--- src/rtl/if_fetch.sv ---
// Instruction-fetch stage: turns PC/ce from the PC register into req/ack word reads
// and presents {pc, inst, valid} to decode, with stall hold and jump flush.
module if_fetch #(
  parameter int                 ADDR_W   = 32,
  parameter int                 INST_W   = 32,
  parameter logic [INST_W-1:0]  NOP_INST = 32'h00000013
) (
  input  logic              clk,
  input  logic              rst,
  input  logic [ADDR_W-1:0] pc_i,
  input  logic              ce_i,
  input  logic              jump,
  input  logic              stall_i,
  input  logic              mem_ack_i,
  input  logic [INST_W-1:0] mem_rdata_i,
  output logic              mem_req_o,
  output logic [ADDR_W-1:0] mem_addr_o,
  output logic              if_stall_o,
  output logic [ADDR_W-1:0] id_pc_o,
  output logic [INST_W-1:0] id_inst_o,
  output logic              id_valid_o
);

  typedef enum logic [1:0] {IDLE, REQ, HOLD, DRAIN} state_t;

  state_t            state, next_state;
  logic              take;
  logic              req_done;
  logic              hold_rel;
  logic [ADDR_W-1:0] buf_pc;
  logic [INST_W-1:0] buf_inst;

  assign req_done   = (state == REQ) && mem_ack_i;
  assign hold_rel   = (state == HOLD) && !stall_i;
  assign take       = ce_i && !jump &&
                      ((state == IDLE) || (req_done && !stall_i) || hold_rel);
  assign if_stall_o = !take;

  always_ff @(posedge clk) begin
    if (rst) state <= IDLE;
    else     state <= next_state;
  end

  always_comb begin
    next_state = state;
    if (jump) begin
      // A flushed request still owes memory its ack; an ack arriving now retires it.
      unique case (state)
        REQ, DRAIN: next_state = mem_ack_i ? IDLE : DRAIN;
        default:    next_state = IDLE;
      endcase
    end else begin
      unique case (state)
        IDLE:  if (take) next_state = REQ;
        REQ: begin
          if (mem_ack_i) begin
            if (stall_i)   next_state = HOLD;
            else           next_state = take ? REQ : IDLE;
          end
        end
        HOLD:  if (!stall_i) next_state = take ? REQ : IDLE;
        DRAIN: if (mem_ack_i) next_state = IDLE;
        default: next_state = IDLE;
      endcase
    end
  end

  // NOTE: every register here uses <= so all updates see pre-edge values of each other.
  always_ff @(posedge clk) begin
    if (rst) begin
      mem_req_o  <= 1'b0;
      mem_addr_o <= '0;
      id_pc_o    <= '0;
      id_inst_o  <= NOP_INST;
      id_valid_o <= 1'b0;
      buf_pc     <= '0;
      buf_inst   <= '0;
    end else begin
      mem_req_o <= (next_state == REQ) || (next_state == DRAIN);
      if (take) mem_addr_o <= pc_i;

      if (jump) begin
        id_valid_o <= 1'b0;
        id_inst_o  <= NOP_INST;
      end else if (req_done && !stall_i) begin
        id_pc_o    <= mem_addr_o;
        id_inst_o  <= mem_rdata_i;
        id_valid_o <= 1'b1;
      end else if (hold_rel) begin
        id_pc_o    <= buf_pc;
        id_inst_o  <= buf_inst;
        id_valid_o <= 1'b1;
      end else if (!stall_i) begin
        // Decode consumed what it had and nothing new is ready: present a bubble.
        id_inst_o  <= NOP_INST;
        id_valid_o <= 1'b0;
      end

      if (!jump && req_done && stall_i) begin
        buf_pc   <= mem_addr_o;
        buf_inst <= mem_rdata_i;
      end
    end
  end

endmodule
--- config.mk ---
export PLATFORM = sky130hd
export DESIGN_NAME = if_fetch
export DESIGN_NICKNAME = d
export VERILOG_FILES = /design/src/rtl/if_fetch.sv
export SDC_FILE = /design/constraint.sdc
export NUM_CORES = 1
export LEC_CHECK = 0
export CAP_MARGIN = 0
export CORE_ASPECT_RATIO = 0.7
export CORE_MARGIN = 2
export CORE_UTILIZATION = 49
export CTS_CLUSTER_SIZE = 30
export DETAILED_ROUTE_END_ITERATION = 6
export HOLD_SLACK_MARGIN = 0.02
export PLACE_DENSITY = 0.81
export REMOVE_ABC_BUFFERS = 1
export SLEW_MARGIN = 20
export SYNTH_ARGS = -nofsm -noshare
export SYNTH_HDL_FRONTEND = slang
export SYNTH_SLANG_ARGS = --single-unit
--- constraint.sdc ---
create_clock -name clk -period 3.05 [get_ports clk]
set_input_delay 0.915 -clock clk [delete_from_list [all_inputs] [get_ports clk]]
set_output_delay 0.915 -clock clk [all_outputs]
set_load 0.005 [all_outputs]
* After elaboration in Yosys (flattened, before gate mapping)
Index checks and enable logic that the tools add are counted.
Word-level totals: word-level logic and storage cells 51, register bits 164, output and inout bits 99
Cells by class: reductions and logical operators 18, bitwise operators 1, eq/ne operators 6, muxes and demuxes 18
Operators with widths (count):
- two-way mux 32 bit | 5
- two-way mux 2 bit | 8
- case mux 2 bit (4 select lines) | 1
- logical AND 1 bit | 7
- equality test 2 bit, second input constant | 3
- equality test 2 x 1 -> 1 bit, second input constant | 2
- two-way mux 1 bit | 4
- OR reduction 2 bit | 2
- logical NOT 1 bit | 3
- logical OR 1 bit | 3
- != test 3 x 1 -> 1 bit, second input constant | 1
- logical NOT 2 bit | 1
- AND reduction 2 bit | 1
- nonzero test 2 bit | 1
- NOT 1 bit | 1

* Depth between registers and ports, before layout
Gate-level depths: netlist (run 1).
word-level depth 13, mapped depth 6, depth with buffers taken out 3

* Worst setup path after synthesis (run 1)
No wires, ideal clock.
path kind input -> output, start input port stall_i, end output port if_stall_o, stages 6, arrival 1.808 ns, path slack 0.327 ns, buffers on the path 3, path through buf_6 -> nor3b_1 -> o21a_1 -> buf_2 -> buf_2 -> inv_1
On the way: longest elaborated chain between the ends 6
RTL lines:
- start: declaration | RTL line 13 | input logic stall_i,
- logical NOT 1 bit *
- logical AND 1 bit | RTL line 36 | ((state == IDLE) || (req_done && !stall_i) || hold_rel);
- logical OR 1 bit | RTL line 36
- logical OR 1 bit * | RTL line 36
- logical AND 1 bit * | RTL line 35 | assign take = ce_i && !jump &&
- logical NOT 1 bit * | RTL line 37 | assign if_stall_o = !take;
- end: declaration | RTL line 18 | output logic if_stall_o,
Mark *: on every way between the ends. The rest lies on a longest branch, timed or not.

* Worst setup path in the final report (run 1)
start input port mem_ack_i, end output port if_stall_o
On the way: longest elaborated chain between the ends 6
RTL lines:
- start: declaration | RTL line 14 | input logic mem_ack_i,
- logical AND 1 bit | RTL line 33 | assign req_done = (state == REQ) && mem_ack_i;
- logical AND 1 bit | RTL line 36
- logical OR 1 bit (2 in a row) | RTL line 36
- logical AND 1 bit | RTL line 35
- logical NOT 1 bit | RTL line 37
No other way between the ends.

==> results.md, run 1 <==
- Post-Synth XOR/XNOR Area: 0%
- Startpoint types: primary input
- Worst slew pin tran: 0.6925 ns
- Largest net degree at the start of global routing: 84
- Largest family of logic cells by synthesized area: compound AO/OA/AOI/OAI gates
- Max_cap viols: 0
- Status: finished, final reports clean
- Simple-gate share of the synthesized area: 16.59%
- Vias: 6182
- Die span in x: 145.0 um
- First-pass GRT wire length: 29610 um
- Initial antenna violation count: 0
- Vias in the first global route: 5754
- DRT Pass-1 Iters: 5
- Post-CTS setup buffers: 0
- Max Freq: 335.2 MHz
- Worst skew pair latency: 0.42 ns
- Leak Pwr: 0.002992 uW
- Placer congestion estimate: 0.7438
- Number of I/O port buffers: 168
- R2r endpoint: buf_inst[8]
- Arrival @ worst endpoint: 2.07 ns
- Nets: 952
- FF+latch count, synth: 163
- TritonCTS clock tree: built
- RSZ-0062 raised after global routing: no
- Critical path data required time: 2.13 ns
- Layout cells sized above 1: 7.598%
- CTS Buf Count: 17
- Yosys warns: 0
- FF-to-FF path depth: 4
- Initial Util: 49.63%
- RR Startpoint: state[1]
- Die area: 0.01489 sq mm
- Final period util: 97.81%
- Antenna-violating nets left: 0
- Most frequent cells in the layout: clkdlybuf4s50_1, dfxtp_1, o21ai_0, a21oi_1
- CP startpoint: mem_ack_i
- Hold slack: 0.4507 ns
- Gate Count Post-Synth: 754
- Critical-path maximum fanout: 2
- Post-Synthesis Cell Area: 0.006818 sq mm
- Row count: 36
- Die height: 102.7 um
- Wire length per cell: 17.05 um
- Io pins: 169
- Headroom to the max-slew limit: 53.63%
- Clock Path Buffers: 2
- DRC errors left: 0
- Crit end category: output pin
- Global route overflow: 0
- Seq/Total Area, Yosys: 47.86%
- Synth Area in Adders: 0%
- Fin crit period: 2.983 ns
- Crit path to: if_stall_o
- Syn avg cell area: 9.042 sq um
- Pwr dens: 523.2 mW/mm^2
- Final Hold Viols: 0
- Worst hold path class: reg -> reg
- CP Class: in -> out
- Synth-to-Final Area Change: 34.92%
- Count of final setup violators: 0
- Initial DRC Count: 497
- Core footprint: 0.01374 sq mm
- Maximum VDD drop: 0.3618 mV
- Clock Skews: 0.01397 ns
- Routed WL: 18500 um
- Max-slew violations: 0
- Yosys cell types: 32
- Htree depth: 4
- Compound-Gate Fraction of Synth Area: 20.68%
- Most common cell after layout, fill and taps aside: clkdlybuf4s50_1
- Root Buffer: clkbuf_16
- Mux cell area share after synthesis: 9.396%
- CTS resizes: 1
- Vias/cell: 5.698
- Gr usage total: 24.61%
- CTS clock-pin slew for the worst setup and hold paths: 0.06 ns
- Clk sinks: 163
- Power Total: 4813 uW
- Ant. Diodes: 0
- Reg-to-reg slack, setup: 1.32 ns
- Post-DP HPWL: 11120 um
- Post-CTS Hold Buffers: 0
==> worst min-delay path by stage <==
stage                   from  cells past startpoint       endpoint
6_report       id_inst_o[25]                      2  id_inst_o[25]
5_1_grt        id_inst_o[25]                      2  id_inst_o[25]
4_1_cts        id_inst_o[25]                      2  id_inst_o[25]
3_5_place_dp   id_inst_o[25]                      2  id_inst_o[25]
3_3_place_gp    id_inst_o[3]                      2   id_inst_o[3]
2_1_floorplan      buf_pc[0]                      2      buf_pc[0]
==> registers in the layout (all words and copies together), names as in the netlist <==
signal and count:
buf_inst 32, mem_addr_o 32, id_valid_o 1, id_pc_o 32, buf_pc 32, id_inst_o 32, state 2
==> cell families (layout without fill, tap and decap cells) <==
logic type / Yosys count / count (layout)
and+or+nand+nor: 212 / 212
AOI/OAI and AO/OA: 232 / 232
muxes: 64 / 64
DFF: 163 / 163
buffers and inverters: 83 / 224
==> synthesized netlist by cell type <==
library cell,count,area share [%]
nand3_1,64,4.7
or2_2,1,0.092
nor4bb_1,1,0.15
nand4b_1,1,0.13
o21ai_0,87,6.4
nor3b_2,1,0.18
buf_6,5,0.83
nor3_1,4,0.29
nand2b_1,65,6.0
o22ai_1,3,0.28
buf_1,6,0.33
nand3b_1,1,0.11
nor3b_1,2,0.22
or3b_2,1,0.13
o21a_1,2,0.22
and4bb_2,1,0.18
clkbuf_1,53,2.9
inv_1,2,0.11
a22oi_1,10,1.1
nand2_1,10,0.55
buf_2,16,1.2
o21ba_2,1,0.15
buf_4,1,0.11
a21oi_1,78,5.7
and3b_1,1,0.13
mux2i_1,64,9.4
nor2b_1,6,0.55
a221oi_2,3,0.66
a221oi_1,48,6.2
nor4b_4,1,0.35
nor2_1,52,2.9
dfxtp_1,163,48
==> worst max-delay path, cell delays in order <==
cell and delay, ns:
clkdlybuf4s50_1 0.48, nor3b_1 0.19, o21a_2 0.18, inv_1 0.05, dlygate4sd2_1 0.26
==> final cells by class <==
type                            instances  area [sq um]
Fill cell                            1117          4539
Sequential cell                       163          3263
Multi-Input combinational cell        508          3194
Timing Repair Buffer                  190          1901
Clock buffer                           21         470.5
Tap cell                              190         237.7
Clock inverter                         11         125.1
Inverter                                2         7.507
==> per-layer routing <==
layer / wire, um / track usage [%] / share of wire [%]
met5: 0 / 0 / 0
met4: 163 / 7.388 / 0.88
met3: 1186 / 5.796 / 6.4
met2: 8519 / 38.32 / 46
met1: 8631 / 34.37 / 47
==> through the flow <==
step                cells  TNS [ns]  area (sq um)  setup slack [ns]  utilization [%]
finish               1085         0          9199           0.06675            66.96
global route         1085         0          9199           0.04274            66.96
CTS                  1085         0          9199           0.04860            66.96
detailed placement   1053   -0.1549          8605           -0.1549            62.63
global placement     1053   -0.1152          8605           -0.1152            62.63
floorplan             673    -38.64          6452           -0.4634                -
==> report_power, final <==
part | leakage [uW] | total [uW] | switching (uW) | internal, uW
registers | 0.00132 | 2210 | 39.4 | 2180
logic | 0.00138 | 450 | 213 | 237
clock network | 0.000290 | 2150 | 873 | 1280
total | 0.00299 | 4810 | 1130 | 3690
Power figures use the tool's default switching activity.
==> run 2: changes to the inputs <==
--- a/config.mk
+++ b/config.mk
@@ -12,7 +12,7 @@
 export CTS_CLUSTER_SIZE = 30
 export DETAILED_ROUTE_END_ITERATION = 6
 export HOLD_SLACK_MARGIN = 0.02
-export PLACE_DENSITY = 0.81
+export PLACE_DENSITY = 0.82
 export REMOVE_ABC_BUFFERS = 1
 export SLEW_MARGIN = 20
 export SYNTH_ARGS = -nofsm -noshare
==> run 2 against run 1 <==
Net effect: register-to-register slack improved by 0.02 ns; global-route usage fell by 0.26 points; via count fell by 0.29%; utilization rose by 0.11 points; hold slack improved by 0.0022 ns; first-iteration DRC count rose by 22%; cell area rose by 0.16%; flip-flop and latch count did not move; clock-buffer cell count fell by 2; clock power barely moved; sequential power barely moved; sequential share of layout area fell by 0.058 points; largest cell class unchanged; largest power group unchanged.
==> results.md, run 2 (synthesis results as in run 1) <==
- Status: finished, final reports clean
- Worst slew pin tran: 0.6840 ns
- Final Hold Viols: 0
- Number of I/O port buffers: 168
- CP Class: in -> out
- Final cell count without fillers: 1084
- Max Freq: 336.2 MHz
- Fin crit period: 2.975 ns
- Post-DP HPWL: 10950 um
- Vias: 6164
- RSZ-0062 raised after global routing: no
- Nets: 951
- Most frequent cells in the layout: clkdlybuf4s50_1, dfxtp_1, o21ai_0, a21oi_1
- Post-CTS Hold Buffers: 0
- Initial antenna violation count: 0
- Row count: 36
- First-pass GRT wire length: 29410 um
- Ant. Diodes: 0
- Largest net degree at the start of global routing: 95
- Maximum VDD drop: 0.3295 mV
- Count of final setup violators: 0
- Leak Pwr: 0.002995 uW
- Routed WL: 18480 um
- Initial DRC Count: 605
- Die area: 0.01489 sq mm
- Antenna-violating nets left: 0
- Post-CTS setup buffers: 0
- Worst skew pair latency: 0.43 ns
- Final Instance Area: 0.009214 sq mm
- Pwr dens: 523.3 mW/mm^2
- Placer congestion estimate: 0.7500
- Gr usage total: 24.35%
- CTS clock-pin slew for the worst setup and hold paths: 0.07 ns
- Dpl cells: 1052
- Clock Skews: 0.01327 ns
- CTS Buf Count: 17
- CTS resizes: 1
- Synth-to-Final Area Change: 35.14%
- Startpoint types: primary input
- Initial Util: 49.63%
- Io pins: 169
- Headroom to the max-slew limit: 54.20%
- Critical path data required time: 2.13 ns
- Post-DP Area: 0.008622 sq mm
- Htree depth: 4
- Arrival @ worst endpoint: 2.06 ns
- DRT Pass-1 Iters: 5
- Setup TNS: 0 ns
- Die span in x: 145.0 um
- Worst hold path class: reg -> reg
- Clock Path Buffers: 2
- Crit end category: output pin
- Final period util: 97.53%
- Most common cell after layout, fill and taps aside: clkdlybuf4s50_1
- Vias in the first global route: 5567
- Die height: 102.7 um
- Core footprint: 0.01374 sq mm
- Wire length per cell: 17.05 um
- TritonCTS clock tree: built
- Critical-path maximum fanout: 2
- DRC errors left: 0
- Clk sinks: 163
- Global route overflow: 0
- Max_cap viols: 0
- Max-slew violations: 0
- Vias/cell: 5.686
- Layout cells sized above 1: 7.606%
- Root Buffer: clkbuf_16
run 2: path summary, 6_finish.rpt:
path	from	end	slack (ns)	cells past startpoint
max	mem_ack_i	if_stall_o	0.08	5
max reg2reg	state[1]	mem_addr_o[2]	1.34	4
min	id_inst_o[23]	id_inst_o[23]	0.45	2
min reg2reg	id_inst_o[23]	id_inst_o[23]	0.45	2
run 2: cell type report:
cell class              count  area [sq um]
multi-input cells         508          3194
flip-flops and latches    163          3263
inverters                   2         7.507
clock buffers              19         452.9
repair buffers            189          1918
fillers                  1107          4524
well taps                 190         237.7
clock inverters            13         140.1
run 2: metrics by stage:
stage / hold WS [ns] / util [%] / power, uW / setup slack [ns]
finish: 0.4528 / 67.07 / 4821 / 0.07520
global route: 0.4809 / 67.07 / 4968 / 0.02322
CTS: 0.4537 / 67.07 / 4843 / 0.05515
detailed placement: 0.4438 / 62.76 / 2713 / -0.1295
global placement: 0.4443 / 62.76 / 2707 / -0.1240
floorplan: 0.4470 / - / 2411 / -0.4634
run 2: worst max-delay path, cell delays in order:
cell and delay, ns:
clkdlybuf4s50_1 0.47, nor3b_1 0.17, o21a_2 0.21, inv_1 0.04, dlygate4sd2_1 0.25
run 2: report_power, final:
part	total, uW	internal [uW]	switching, uW	leakage [uW]
clock	2150	1200	955	0.000287
sequential	2210	2170	39.6	0.00132
combinational	453	240	214	0.00139
run 2: layer usage:
metal,vias to the layer above,part of all wire [%],GRT usage [%]
met4,0,1.4,8.149
met2,264,43,36.56
met1,2911,48,34.97
met3,29,7.8,5.398
li1,2960,-,-
met5,-,0,0
